**config.mk**
```make
export PLATFORM = sky130hd
export DESIGN_NAME = universal_shift_reg_flat
export DESIGN_NICKNAME = d
export VERILOG_FILES = /design/src/rtl/universal_shift_reg_if.sv /design/src/rtl/universal_shift_reg.sv /design/src/flat_wrapper.sv
export SDC_FILE = /design/constraint.sdc
export NUM_CORES = 1
export LEC_CHECK = 0
export BUFFER_PORTS_ARGS = -buffer_cell sky130_fd_sc_hd__buf_2
export CORE_MARGIN = 3
export CORE_UTILIZATION = 45
export CTS_CLUSTER_SIZE = 16
export DETAILED_ROUTE_END_ITERATION = 7
export PLACE_DENSITY = 0.81
export SYNTH_ARGS = -nofsm -noshare
export SYNTH_HDL_FRONTEND = slang
export SYNTH_SLANG_ARGS = --single-unit
```
**constraint.sdc**
```tcl
create_clock -name CP -period 2.45 [get_ports CP]
set_clock_uncertainty 0.1 [all_clocks]
set_input_delay 0.1225 -clock CP [delete_from_list [all_inputs] [get_ports CP]]
set_output_delay 0.1225 -clock CP [all_outputs]
set_load 0.05 [all_outputs]
```
**src/rtl/universal_shift_reg_if.sv**
```systemverilog
// Bus bundle for universal_shift_reg: control and data in, register state and flag out.
// The register drives Q/NQ/CO; whoever owns the register drives the rest.
interface universal_shift_reg_if #(
   parameter int WIDTH = 8
);
   logic             EN;
   logic [2:0]       MODE;
   logic [WIDTH-1:0] D;
   logic             SL;
   logic             SR;
   logic [WIDTH-1:0] Q;
   logic [WIDTH-1:0] NQ;
   logic             CO;

   modport master (
      output EN, MODE, D, SL, SR,
      input  Q, NQ, CO
   );

   modport slave (
      input  EN, MODE, D, SL, SR,
      output Q, NQ, CO
   );
endinterface

```
**src/rtl/universal_shift_reg.sv**
```systemverilog
// WIDTH-bit universal register: hold, load, shift, rotate, up/down count with a
// one-cycle carry/borrow pulse. Priority per edge is RST, then EN, then MODE.
module universal_shift_reg #(
   parameter int               WIDTH     = 8,
   parameter logic [WIDTH-1:0] RESET_VAL = {WIDTH{1'b0}}
) (
   input logic                 CP,
   input logic                 RST,
   universal_shift_reg_if.slave bus
);

   localparam logic [WIDTH-1:0] ONE = {{(WIDTH-1){1'b0}}, 1'b1};

   logic [WIDTH-1:0] q_r;
   logic             co_r;
   logic [WIDTH-1:0] q_s;
   logic             co_s;

   // Next-state selection for an enabled edge; the flag only rises on a wrap.
   always_comb begin
      q_s  = q_r;
      co_s = 1'b0;
      case (bus.MODE)
         3'b000: q_s = q_r;
         3'b001: q_s = bus.D;
         3'b010: q_s = {q_r[WIDTH-2:0], bus.SL};
         3'b011: q_s = {bus.SR, q_r[WIDTH-1:1]};
         3'b100: q_s = {q_r[WIDTH-2:0], q_r[WIDTH-1]};
         3'b101: q_s = {q_r[0], q_r[WIDTH-1:1]};
         3'b110: begin
            q_s  = q_r + ONE;
            co_s = &q_r;
         end
         3'b111: begin
            q_s  = q_r - ONE;
            co_s = ~|q_r;
         end
         default: begin
            q_s  = q_r;
            co_s = 1'b0;
         end
      endcase
   end

   // State register; a disabled edge freezes Q but still clears the flag.
   always_ff @(posedge CP) begin
      if (RST) begin
         q_r  <= RESET_VAL;
         co_r <= 1'b0;
      end else if (bus.EN) begin
         q_r  <= q_s;
         co_r <= co_s;
      end else begin
         q_r  <= q_r;
         co_r <= 1'b0;
      end
   end

   assign bus.Q  = q_r;
   assign bus.NQ = ~q_r;
   assign bus.CO = co_r;

endmodule

```
**src/flat_wrapper.sv**
```systemverilog
// flat-port wrapper written by rule: the top's interface ports become plain ports
module universal_shift_reg_flat 
#(
   parameter int               WIDTH     = 8,
   parameter logic [WIDTH-1:0] RESET_VAL = {WIDTH{1'b0}}
)
  (CP, RST, bus_EN, bus_MODE, bus_D, bus_SL, bus_SR, bus_Q, bus_NQ, bus_CO);
  universal_shift_reg_if #(.WIDTH(WIDTH)) bus_i ();
  input logic CP;
  input logic RST;
  input wire logic [$bits(bus_i.EN)-1:0] bus_EN;
  input wire logic [$bits(bus_i.MODE)-1:0] bus_MODE;
  input wire logic [$bits(bus_i.D)-1:0] bus_D;
  input wire logic [$bits(bus_i.SL)-1:0] bus_SL;
  input wire logic [$bits(bus_i.SR)-1:0] bus_SR;
  output wire logic [$bits(bus_i.Q)-1:0] bus_Q;
  output wire logic [$bits(bus_i.NQ)-1:0] bus_NQ;
  output wire logic [$bits(bus_i.CO)-1:0] bus_CO;
  assign bus_i.EN = bus_EN;
  assign bus_i.MODE = bus_MODE;
  assign bus_i.D = bus_D;
  assign bus_i.SL = bus_SL;
  assign bus_i.SR = bus_SR;
  assign bus_Q = bus_i.Q;
  assign bus_NQ = bus_i.NQ;
  assign bus_CO = bus_i.CO;
  universal_shift_reg #(.WIDTH(WIDTH), .RESET_VAL(RESET_VAL)) u_core (.CP(CP), .RST(RST), .bus(bus_i));
endmodule
```
==> summary.md, run 1 <==
| Metric | Value |
|---|---|
| Hold_buf cts | `0` |
| Die area | `2974 µm²` |
| Sequential cell fraction of total power | `32.7%` |
| Crit-path max FO | `22` |
| Post-cts gate resize count | `0` |
| Power density over the cells | `461.8 nW/µm²` |
| Max cap viols | `0` |
| Clk pin slew, worst setup/hold paths | `0.07 ns` |
| Placed Area | `1186 µm²` |
| Ys flop type | `dfxtp_1` |
| Yosys warnings | `0` |
| R2R Path End | `u_core.bus.Q[2]$_SDFFE_PP0P_` |
| Largest net degree at the start of global routing | `25` |
| Period utilization | `76.51%` |
| Clk root buf | `clkbuf_4` |
| Critical Path End | `u_core.bus.Q[2]$_SDFFE_PP0P_` |
| RSZ-0062 raised after global routing | `no` |
| Count of different cell masters after synthesis | `49` |
| Vias in the first global route | `979` |
| Avg WL per Cell | `16.24 µm` |
| Count of final setup violators | `0` |
| Worst R2R Path Depth | `5` |
| Clk sink count | `9` |
| Post-DP HPWL | `2258 µm` |
| Worst skew pair latency | `0.27 ns` |
| Share of layout cells above drive strength 1 | `29.63%` |
| Worst-margin pin slew | `0.4830 ns` |
| Worst Hold Class | `input port to flip-flop` |
| Final min period | `1.874 ns` |
| Critical Path Source | `bus_MODE[1]` |
| Comb power frac | `45.1%` |
| Sequential Area | `180.2 µm²` |
| Pre-CTS setup slack | `0.3282 ns` |
| Peak supply drop | `0.2447 mV` |
| Pins Over Slew Limit | `0` |
| TritonCTS buffer count | `3` |
| Net Sw Power | `0.2564 mW` |
| R2R setup slack | `0.58 ns` |
| Crit end category | `flip-flop` |
| Routability cong. | `0.9169` |
| Worst setup margin | `0.5756 ns` |
| Antenna Cells | `0` |
| DR vias/cell | `6.238` |
| 1st-iter DRT viols | `65` |
| DIE HEIGHT | `54.53 µm` |
| Setup Fix Bufs, Post-CTS | `0` |
| Fill count | `203` |
| Clock Path Buffers | `2` |
| Reg2reg start | `u_core.bus.Q[0]$_SDFFE_PP0P_` |
| Syn Inst Count | `136` |
| CTS tree | `yes` |
| Core area | `2102 µm²` |
| H-tree levels | `1` |
| Clock share of power | `22.2%` |
| Final WL | `3069 µm` |
| Status | `completed` |
| Total GRT Usage | `23.33%` |
| Crit start category | `input port` |
| Ports | `33` |
| Post-synthesis cell area | `1060 µm²` |
| Final hold violations | `0` |
| Kind of critical path | `input port to flip-flop` |
| Seq/Total Area, Yosys | `17.00%` |
| Slew margin rel. | `67.34%` |
| First-pass GRT wire length | `4947 µm` |
| Remaining Overflow, GRT | `0` |
| Row cnt | `16` |
| Detailed Routing Iterations Pass 1 | `4` |
| # port buffers | `32` |
| Fmax | `533.5 MHz` |
| Area taken by multi-input logic gates | `763.2 µm²` |
| Critical Path AT | `1.96 ns` |
| Total vias in the final route | `1,179` |
| Antenna Nets Post-Route | `0` |
| Number of synthesized flops with an enable pin | `0` |
| Fin util | `57.68%` |
| Setup TNS | `0 ns` |
| Syn nets | `153` |
| Initial core utilization | `50.42%` |
| Die span in x | `54.53 µm` |
| Synth Register Bits | `9` |
| FFs w/ async S/R, synth | `0%` |
| Internal | `0.3035 mW` |
| Area grow syn2layout | `14.40%` |
| Critical Path RT | `2.53 ns` |
| Initial antenna violation count | `0` |
| Sw frac | `45.80%` |
| DRC violations left | `0` |
| Lkg Pwr | `0.4998 nW` |
| Average size of a mapped cell | `7.792 µm²` |
| # nets final | `180` |
| Final Cell Area | `1212 µm²` |
[power by group through the flow]
stage | combinational, mW | clock, mW | sequential, mW
final | 0.253 | 0.124 | 0.183
after global routing | 0.271 | 0.132 | 0.185
after CTS | 0.251 | 0.124 | 0.182
after detailed placement | 0.251 | 0 | 0.185
after global placement | 0.246 | 0 | 0.184
after floorplan | 0.172 | 0 | 0.209
[metal layers]
layer  vias up  GRT usage (%)  share of wire (%)
met4         0          8.714                1.4
met1       545          31.54                 41
met3         8          4.360                9.3
met2        59          36.45                 48
li1        567              -                  -
met5         -              0                  0
[synth_stat cells, types with 2 or more instances]
library cell	instances	share of area, %
nor2_1	13	4.6
dfxtp_1	9	17
inv_1	8	2.8
mux2i_1	8	7.6
nand2b_1	8	4.7
o21ai_0	7	3.3
buf_2	6	2.8
a211oi_1	5	3.5
nand2_1	5	1.8
a21oi_1	4	1.9
nand3_1	4	1.9
o31ai_1	4	2.8
a31oi_1	3	1.8
buf_6	3	3.2
nand4b_1	3	2.5
nor2b_1	3	1.8
o32ai_1	3	2.5
or3_1	3	1.8
or3b_1	3	2.5
buf_4	2	1.4
mux2_2	2	2.1
nand3b_1	2	1.4
or4b_4	2	2.6
[worst min-delay path by stage]
| stage | endpoint | startpoint | cells past startpoint | slack (ns) |
|---|---|---|---|---|
| floorplan | u_core.bus.Q[5]$_SDFFE_PP0P_ | bus_EN | 2 | 0.19 |
| global placement | u_core.bus.Q[2]$_SDFFE_PP0P_ | bus_D[2] | 3 | 0.31 |
| detailed placement | u_core.bus.Q[2]$_SDFFE_PP0P_ | bus_D[2] | 3 | 0.32 |
| CTS | u_core.bus.Q[2]$_SDFFE_PP0P_ | bus_D[2] | 3 | 0.04 |
| global route | u_core.bus.Q[2]$_SDFFE_PP0P_ | bus_D[2] | 3 | 0.07 |
| finish | u_core.bus.Q[2]$_SDFFE_PP0P_ | bus_D[2] | 3 | 0.05 |
[logic make-up (layout without fill, tap and decap cells)]
family,after synthesis,in the layout,synth area share [%]
AO/OA/AOI/OAI,37,37,25.03
XOR/XNOR,1,1,0.8266
adder cells (fa/ha/maj),1,1,1.180
buffers and inverters,21,47,10.98
flip-flops,9,9,17.00
multiplexers,10,10,9.681
AND/OR/NAND/NOR,57,57,35.30
[state kept, by name (all words and copies together), names as in the netlist]
signal	flops
u_core.bus.Q	8
u_core.bus.CO	1
[cell type report]
| cell class | count | share of cell area [%] |
|---|---|---|
| multi-input cells | 106 | 62.95 |
| flip-flops and latches | 9 | 14.86 |
| repair buffers | 34 | 14.45 |
| inverters | 9 | 2.786 |
| well taps | 27 | 2.786 |
| clock buffers | 4 | 2.167 |
[cells in the final DEF (no fill, tap or decap), types with 2 or more instances in the layout]
cell and count:
o32ai_1 3, nand3b_1 2, nand2_1 5, buf_4 2, nand3_1 4, clkbuf_4 3
or4b_4 2, nor2b_1 3, or3b_1 3, nand2b_1 8, a21oi_1 4, a31oi_1 3
nor2_1 13, o21ai_0 7, nand4b_1 3, buf_2 32, mux2_2 2, o31ai_1 4
a211oi_1 5, mux2i_1 8, dfxtp_1 9, inv_1 8, or3_1 3
[worst max-delay path, stage by stage]
cell,delay (ns)
buf_2,0.31
nand3_2,0.18
xnor2_1,0.17
ha_1,0.30
or3b_1,0.41
a211oi_1,0.25
a211oi_1,0.08
o32ai_1,0.13
[stage by stage]
step	std cells	hold slack, ns	power [mW]
after floorplan	136	0.1865	0.3811
after global placement	185	0.3133	0.4301
after detailed placement	185	0.3222	0.4360
after CTS	189	0.03862	0.5574
after global routing	189	0.07234	0.5878
final	189	0.04742	0.5599
Power figures use the tool's default switching activity.
==> run 2, diff against run 1 <==
--- a/config.mk
+++ b/config.mk
@@ -5,12 +5,13 @@
 export SDC_FILE = /design/constraint.sdc
 export NUM_CORES = 1
 export LEC_CHECK = 0
+export ABC_AREA = 1
 export BUFFER_PORTS_ARGS = -buffer_cell sky130_fd_sc_hd__buf_2
 export CORE_MARGIN = 3
 export CORE_UTILIZATION = 45
 export CTS_CLUSTER_SIZE = 16
 export DETAILED_ROUTE_END_ITERATION = 7
-export PLACE_DENSITY = 0.81
+export PLACE_DENSITY = 0.82
 export SYNTH_ARGS = -nofsm -noshare
 export SYNTH_HDL_FRONTEND = slang
 export SYNTH_SLANG_ARGS = --single-unit
==> constraint.sdc (replaced) <==
create_clock -name CP -period 1.85 [get_ports CP]
set_clock_uncertainty 0.1 [all_clocks]
set_input_delay 0.0925 -clock CP [delete_from_list [all_inputs] [get_ports CP]]
set_output_delay 0.0925 -clock CP [all_outputs]
set_load 0.05 [all_outputs]
==> run 2 against run 1 <==
Final area increased by 7.3%. Sequential share of layout area shrank 0.053 points. Via count rose by 15%. Hold slack worse by 0.022 ns. Register-to-register slack worse by 0.47 ns. Worst setup slack worse by 0.47 ns. Largest power group unchanged. Combinational power increased by 30%. Sequential power is 26% higher. Core utilization rose by 7.3 points. Wire length decreased by 2.1%. Clock power rose by 20%. Critical endpoint is now u_core.bus.Q[6]$_SDFFE_PP0P_.
==> summary.md, run 2 <==
| Metric | Value |
|---|---|
| Critical Path RT | `1.93 ns (-0.60 ns)` |
| Fmax | `572.4 MHz` |
| WHS | `0.02524 ns (-0.02218 ns)` |
| Pre-CTS setup slack | `0.1121 ns (-0.2162 ns)` |
| Yosys top cell area share | `22.63% (+5.6 points)` |
| Count of final setup violators | `0 (unchanged)` |
| Total vias in the final route | `1,356 (+15%)` |
| Fill count | `193 (-4.9%)` |
| Initial antenna violation count | `0 (unchanged)` |
| Worst R2R Path Depth | `15 (+10)` |
| Clk sink count | `9 (unchanged)` |
| First-pass GRT wire length | `4850 µm (-2.0%)` |
| Final min period | `1.747 ns` |
| Kind of critical path | `flip-flop to flip-flop` |
| Crit start category | `flip-flop` |
| Slew margin rel. | `75.32% (+8.0 points)` |
| Status | `completed` |
| Detailed Routing Iterations Pass 1 | `4 (unchanged)` |
| Final WL | `3004 µm (-2.1%)` |
| Yosys warnings | `0 (unchanged)` |
| Commonest cells in the netlist | `nand2_1 (59), inv_1 (32), nand3_1 (19), dfxtp_1 (9), o21ai_0 (9)` |
| Setup TNS | `0 ns (unchanged)` |
| TritonCTS buffer count | `3 (unchanged)` |
| Share of layout cells above drive strength 1 | `29.49% (-0.14 points)` |
| Remaining Overflow, GRT | `0 (unchanged)` |
| Worst path cell trace | `clkinvlp_4 > nand2_2 > nand2_1 > inv_1 > ha_1 > inv_1 > nand2_1 > nand3_2 > nor2_1 > nand2_1 > nand3_1 > nand3_2 > nand2_1 > nand2_1 > a21oi_1` |
| CP peak stage delay | `0.36 ns (-0.05 ns)` |
| DR vias/cell | `5.557 (-11%)` |
| Pins Over Slew Limit | `0 (unchanged)` |
| Ranking of synthesized cells by area | `nand2_1 (23%), dfxtp_1 (18%), inv_1 (12%)` |
| Clk root buf | `clkbuf_4` |
| CTS tree | `yes` |
| Largest area contributor in the netlist | `nand2_1` |
| Peak supply drop | `0.3939 mV (+61%)` |
| Largest net degree at the start of global routing | `12 (-52%)` |
| Avg WL per Cell | `12.31 µm (-24%)` |
| Max reg flops | `8 (unchanged)` |
| H-tree levels | `1 (unchanged)` |
| Clk pin slew, worst setup/hold paths | `0.06 ns (about the same)` |
| Final hold violations | `0 (unchanged)` |
| Initial core utilization | `48.87% (-1.5 points)` |
| Antenna Nets Post-Route | `0 (unchanged)` |
| DRC violations left | `0 (unchanged)` |
| Worst setup margin | `0.1031 ns (-0.4725 ns)` |
| FFs w/ async S/R, synth | `0% (unchanged)` |
| Period utilization | `94.43%` |
| Post-synthesis cell area | `978.4 µm² (-7.7%)` |
| Critical Path AT | `1.83 ns (-0.13 ns)` |
| Worst skew pair latency | `0.25 ns (-0.02 ns)` |
| Syn nets | `191 (+25%)` |
| Critical Path Source | `u_core.bus.Q[1]$_SDFFE_PP0P_` |
| Total GRT Usage | `22.97% (-0.36 points)` |
| Count of different cell masters after synthesis | `29 (-41%)` |
| Vias in the first global route | `1,140 (+16%)` |
| Row cnt | `16 (unchanged)` |
| Worst Hold Class | `input port to flip-flop` |
| Antenna Cells | `0 (unchanged)` |
| Crit-path slowest cell | `dfxtp_4` |
| Lkg Pwr | `0.6848 nW (+37%)` |
| # port buffers | `32 (unchanged)` |
| Clock Path Buffers | `2 (unchanged)` |
| Seq/Total Area, Yosys | `18.41% (+1.4 points)` |
| Core area | `2002 µm² (-4.8%)` |
| Number of synthesized flops with an enable pin | `0 (unchanged)` |
| Post-DP HPWL | `2380 µm (+5.4%)` |
| R2R setup slack | `0.10 ns (-0.47 ns)` |
| 1st-iter DRT viols | `59 (-9.2%)` |
| Area grow syn2layout | `32.99%` |
| Syn Inst Count | `174 (+28%)` |
| Total power | `0.7070 mW (+26%)` |
| Die span in x | `52.63 µm (-3.5%)` |
| Layout Cells excl Fill | `244 (+29%)` |
| Max cap viols | `0 (unchanged)` |
| Power density over the cells | `543.3 nW/µm² (+18%)` |
| Ys flop type | `dfxtp_1` |
| Placed Cells | `234 (+26%)` |
| Reg2reg start | `u_core.bus.Q[1]$_SDFFE_PP0P_` |
| R2R Path End | `u_core.bus.Q[6]$_SDFFE_PP0P_` |
| Ports | `33 (unchanged)` |
| Crit end category | `flip-flop` |
| Commonest non-fill, non-tap cells in the layout | `nand2_1 (58), buf_2 (32), inv_1 (30)` |
| CP most frequent cell | `nand2_1` |
| Most common cell after layout, fill and taps aside | `nand2_1` |
| Die area | `2770 µm² (-6.8%)` |
| DIE HEIGHT | `52.63 µm (-3.5%)` |
| Crit-path max FO | `4 (-82%)` |
| Synth Register Bits | `9 (unchanged)` |
| Critical Path End | `u_core.bus.Q[6]$_SDFFE_PP0P_` |
| Routability cong. | `0.9312 (+1.6%)` |
| # nets final | `235 (+31%)` |
| Average size of a mapped cell | `5.623 µm² (-28%)` |
| Worst-margin pin slew | `0.3701 ns (-0.1129 ns)` |
| Top-count cell post-synth | `nand2_1` |
-- run 2: changes by cell type in the layout (fill, tap and decap cells not counted), moves of 4 or more --
| cell | delta |
|---|---|
| nand2_1 | +53 |
| inv_1 | +22 |
| nand3_1 | +13 |
| nor2_1 | -10 |
| mux2i_1 | -8 |
| nand2b_1 | -8 |
| buf_4 | +6 |
| dfxtp_1 | -6 |
| nand4_1 | +5 |
| a211oi_1 | -4 |
| a21oi_1 | +4 |
| dfxtp_2 | +4 |
| o31ai_1 | -4 |
-- run 2: routing by layer --
metal / wire length, µm / GRT usage [%]
met4: 26 / 7.234
met1: 1320 / 29.49
met5: 0 / 0
met2: 1443 / 39.46
met3: 213 / 2.564
-- run 2: repair_timing --
action,CTS,global route
endpoints found under the setup margin,0,2
setup buffers,0,4
resized for setup,0,2
hold buffers,2,0
hold endpoints to repair,2,0
-- run 2: area by class of cell --
cell class	instances	area (µm²)	area share, %
Multi-Input combinational cell	129	676.9	52.02
Timing Repair Buffer	42	240.2	18.46
Sequential cell	9	192.7	14.81
Inverter	33	131.4	10.10
Tap cell	27	33.78	2.596
Clock buffer	4	26.28	2.019
-- run 2: where the power goes --
group	leakage [nW]	switching, mW	internal, mW	total (mW)
Sequential	0.0767	0.0230	0.207	0.230
Clock	0.0150	0.0660	0.0830	0.149
Combinational	0.593	0.226	0.101	0.328
-- run 2: worst max-delay path: cells and delay by family, from the launching register on --
kind	cells	cell delay, ns
adders and majority gates	1	0.13
buffers and inverters	3	0.21
AOI/OAI and AO/OA	1	0.11
DFF	1	0.36
and+or+nand+nor	10	0.78
-- run 2: worst min-delay path by stage --
stage,cells after the start,to,slack (ns),start
global placement,3,u_core.bus.Q[1]$_SDFFE_PP0P_,0.26,bus_D[1]
floorplan,2,u_core.bus.CO$_SDFF_PP0_,0.13,bus_EN
detailed placement,3,u_core.bus.Q[1]$_SDFFE_PP0P_,0.26,bus_D[1]
finish,3,u_core.bus.CO$_SDFF_PP0_,0.03,bus_EN
global route,3,u_core.bus.CO$_SDFF_PP0_,0.06,bus_EN
CTS,3,u_core.bus.CO$_SDFF_PP0_,0.02,bus_EN
-- run 2: metrics by stage --
step | area (µm²) | util [%]
after CTS | 1262 | 63.06
after global placement | 1216 | 60.75
after detailed placement | 1216 | 60.75
final | 1301 | 65.00
after global routing | 1301 | 65.00
after floorplan | 1006 | -
-- run 2: cell families (layout without fill, tap and decap cells) --
kind of cell	after synthesis	count (layout)	synth area share (%)
DFF	9	9	18.41
buffers and inverters	36	79	14.07
and+or+nand+nor	94	94	43.48
adders and majority gates	1	1	1.279
AOI/OAI and AO/OA	34	34	22.76
==> run 3, diff against run 2 <==
==> constraint.sdc (replaced) <==
create_clock -name CP -period 1.7 [get_ports CP]
set_clock_uncertainty 0.1 [all_clocks]
set_input_delay 0.085 -clock CP [delete_from_list [all_inputs] [get_ports CP]]
set_output_delay 0.085 -clock CP [all_outputs]
set_load 0.05 [all_outputs]
==> run 3 against run 2 <==
Die area unchanged. Critical path depth increased by 1. Global-route usage increased by 0.28 points. First-iteration DRC count increased by 19%. Flip-flop and latch count unchanged. Largest cell class unchanged.
==> summary.md, run 3 (same netlist as run 2, synthesis figures left out) <==
| Metric | Value |
|---|---|
| Max cap viols | `0 (unchanged)` |
| # nets final | `238 (+1.3%)` |
| Routability cong. | `0.9152 (-1.7%)` |
| Final Cell Area | `1365 µm² (+4.9%)` |
| Fmax | `588.7 MHz (+2.8%)` |
| Antenna Cells | `0 (unchanged)` |
| Period utilization | `99.92% (+5.5 points)` |
| Status | `completed` |
| Largest net degree at the start of global routing | `12 (unchanged)` |
| Crit-path max FO | `3 (-1)` |
| CTS tree | `yes` |
| Commonest non-fill, non-tap cells in the layout | `nand2_1 (55), buf_2 (32), inv_1 (27)` |
| Total vias in the final route | `1,382 (+1.9%)` |
| Post-DP HPWL | `2514 µm (+5.6%)` |
| Slew margin rel. | `77.51% (+2.2 points)` |
| 1st-iter DRT viols | `70 (+19%)` |
| Area grow syn2layout | `39.51%` |
| WHS | `0.03790 ns (+0.01267 ns)` |
| Avg WL per Cell | `13.23 µm (+7.5%)` |
| Kind of critical path | `flip-flop to flip-flop` |
| Pins Over Slew Limit | `0 (unchanged)` |
| Final hold violations | `0 (unchanged)` |
| Final WL | `3268 µm (+8.8%)` |
| Antenna Nets Post-Route | `0 (unchanged)` |
| Worst-margin pin slew | `0.3373 ns (-0.03285 ns)` |
| Worst skew pair latency | `0.25 ns (about the same)` |
| TritonCTS buffer count | `3 (unchanged)` |
| Reg2reg start | `u_core.bus.Q[1]$_SDFFE_PP0P_` |
| DR vias/cell | `5.595 (+0.68%)` |
| RSZ-0062 raised after global routing | `yes` |
| Peak supply drop | `0.5124 mV (+30%)` |
| Worst R2R Path Depth | `16 (+1)` |
| Row cnt | `16 (unchanged)` |
| Initial antenna violation count | `0 (unchanged)` |
| First-pass GRT wire length | `4940 µm (+1.9%)` |
| Remaining Overflow, GRT | `0 (unchanged)` |
| Critical Path RT | `1.74 ns (-0.19 ns)` |
| Power density over the cells | `576.0 nW/µm² (+6.0%)` |
| Initial core utilization | `48.87% (unchanged)` |
| Critical Path AT | `1.74 ns (-0.09 ns)` |
| DIE HEIGHT | `52.63 µm (unchanged)` |
| Lkg Pwr | `0.6928 nW (+1.2%)` |
| Crit start category | `flip-flop` |
| Vias in the first global route | `1,188 (+4.2%)` |
| Clock Path Buffers | `2 (unchanged)` |
| R2R Path End | `u_core.bus.Q[6]$_SDFFE_PP0P_` |
| Fill count | `192 (-0.52%)` |
| Share of layout cells above drive strength 1 | `34.55% (+5.1 points)` |
| Core area | `2002 µm² (unchanged)` |
| Final min period | `1.699 ns (-0.04823 ns)` |
| Die span in x | `52.63 µm (unchanged)` |
| Worst Hold Class | `input port to flip-flop` |
| Crit end category | `flip-flop` |
| Clk root buf | `clkbuf_4` |
| Count of final setup violators | `0 (unchanged)` |
| Hold Crit Start | `bus_EN` |
| Max reg flops | `8 (unchanged)` |
| Detailed Routing Iterations Pass 1 | `4 (unchanged)` |
| R2R setup slack | `0.001 ns (-0.10 ns)` |
| Hold Path End | `u_core.bus.CO$_SDFF_PP0_` |
| Clk sink count | `9 (unchanged)` |
| Die area | `2770 µm² (unchanged)` |
| Clk pin slew, worst setup/hold paths | `0.06 ns (about the same)` |
| DRC violations left | `0 (unchanged)` |
| # port buffers | `32 (unchanged)` |
| Placed Area | `1249 µm² (+2.7%)` |
| H-tree levels | `1 (unchanged)` |
| Most common cell after layout, fill and taps aside | `nand2_1` |
| Ports | `33 (unchanged)` |
| Min-Delay Path Depth | `3 (unchanged)` |
| Total GRT Usage | `23.25% (+0.28 points)` |
-- run 3: cell count changes in the layout (fill, tap and decap cells not counted), moves of 2 or more --
cell / previous run / this run
clkinvlp_4: 2 / 4
inv_1: 30 / 27
nand2_1: 58 / 55
nand2_2: 4 / 7
buf_4: 8 / 10
nand3_2: 3 / 1
dfxtp_1: 3 / 1
-- run 3: how the worst max path moves through the flow --
stage / endpoint / from
2_1_floorplan: u_core.bus.Q[4]$_SDFFE_PP0P_ / u_core.bus.Q[1]$_SDFFE_PP0P_
3_3_place_gp: u_core.bus.Q[6]$_SDFFE_PP0P_ / u_core.bus.Q[1]$_SDFFE_PP0P_
3_5_place_dp: u_core.bus.Q[6]$_SDFFE_PP0P_ / u_core.bus.Q[1]$_SDFFE_PP0P_
4_1_cts: u_core.bus.Q[6]$_SDFFE_PP0P_ / u_core.bus.Q[1]$_SDFFE_PP0P_
5_1_grt: u_core.bus.Q[6]$_SDFFE_PP0P_ / u_core.bus.Q[1]$_SDFFE_PP0P_
6_report: u_core.bus.Q[6]$_SDFFE_PP0P_ / u_core.bus.Q[1]$_SDFFE_PP0P_
-- run 3: repair_timing --
item                       in CTS  in global routing
gates resized for setup         0                  7
pin swaps                       0                  8
hold buffers                    3                  0
setup buffers                   1                  4
gates cloned                    0                  0
hold endpoints to repair        2                  0
setup endpoints to repair       2                  4
-- run 3: metal layers --
metal  up-vias  GRT usage, %  wire (µm)
met2        66         40.70       1604
met3         6         2.279        268
met5         -             0          0
met1       637         29.64       1352
li1        673             -          -
met4         0         6.809         42
-- run 3: power breakdown --
part / internal (mW) / total (mW) / leakage (nW) / switching [mW]
Clock: 0.0901 / 0.159 / 0.0150 / 0.0687
Sequential: 0.226 / 0.254 / 0.0778 / 0.0283
Combinational: 0.118 / 0.373 / 0.600 / 0.256
Total: 0.434 / 0.786 / 0.693 / 0.353
-- run 3: area by class of cell --
class / count / area, µm² / area share, %
Multi-Input combinational cell: 129 / 703.2 / 51.51
Timing Repair Buffer: 45 / 265.3 / 19.43
Sequential cell: 9 / 197.7 / 14.48
Inverter: 33 / 138.9 / 10.17
Tap cell: 27 / 33.78 / 2.475
Clock buffer: 4 / 26.28 / 1.925
-- run 3: worst max-delay path, cell delays in order, from the launching register on --
cell and delay, ns:
dfxtp_4 0.36, clkinvlp_4 0.08, nand2_2 0.06, nand2_1 0.05
inv_1 0.05, ha_2 0.16, inv_2 0.04, nand2_2 0.07
nand3_4 0.07, nor2_2 0.11, nand2_1 0.07, nand2_1 0.06
nand2_1 0.04, nand3_1 0.09, nand2_1 0.06, nand2_1 0.06
a21oi_1 0.05
-- run 3: stage by stage --
stage | setup TNS [ns] | total power [mW] | std cells | worst slack [ns] | util [%]
6_report | 0 | 0.7863 | 247 | 0.001341 | 68.19
4_1_cts | -0.004488 | 0.7693 | 243 | -0.004488 | 65.56
3_3_place_gp | 0 | 0.5923 | 235 | 0.05255 | 62.38
5_1_grt | -0.1881 | 0.8371 | 247 | -0.1025 | 68.19
2_1_floorplan | -0.9031 | 0.5059 | 174 | -0.2844 | -
3_5_place_dp | -0.01295 | 0.6025 | 235 | -0.009422 | 62.38
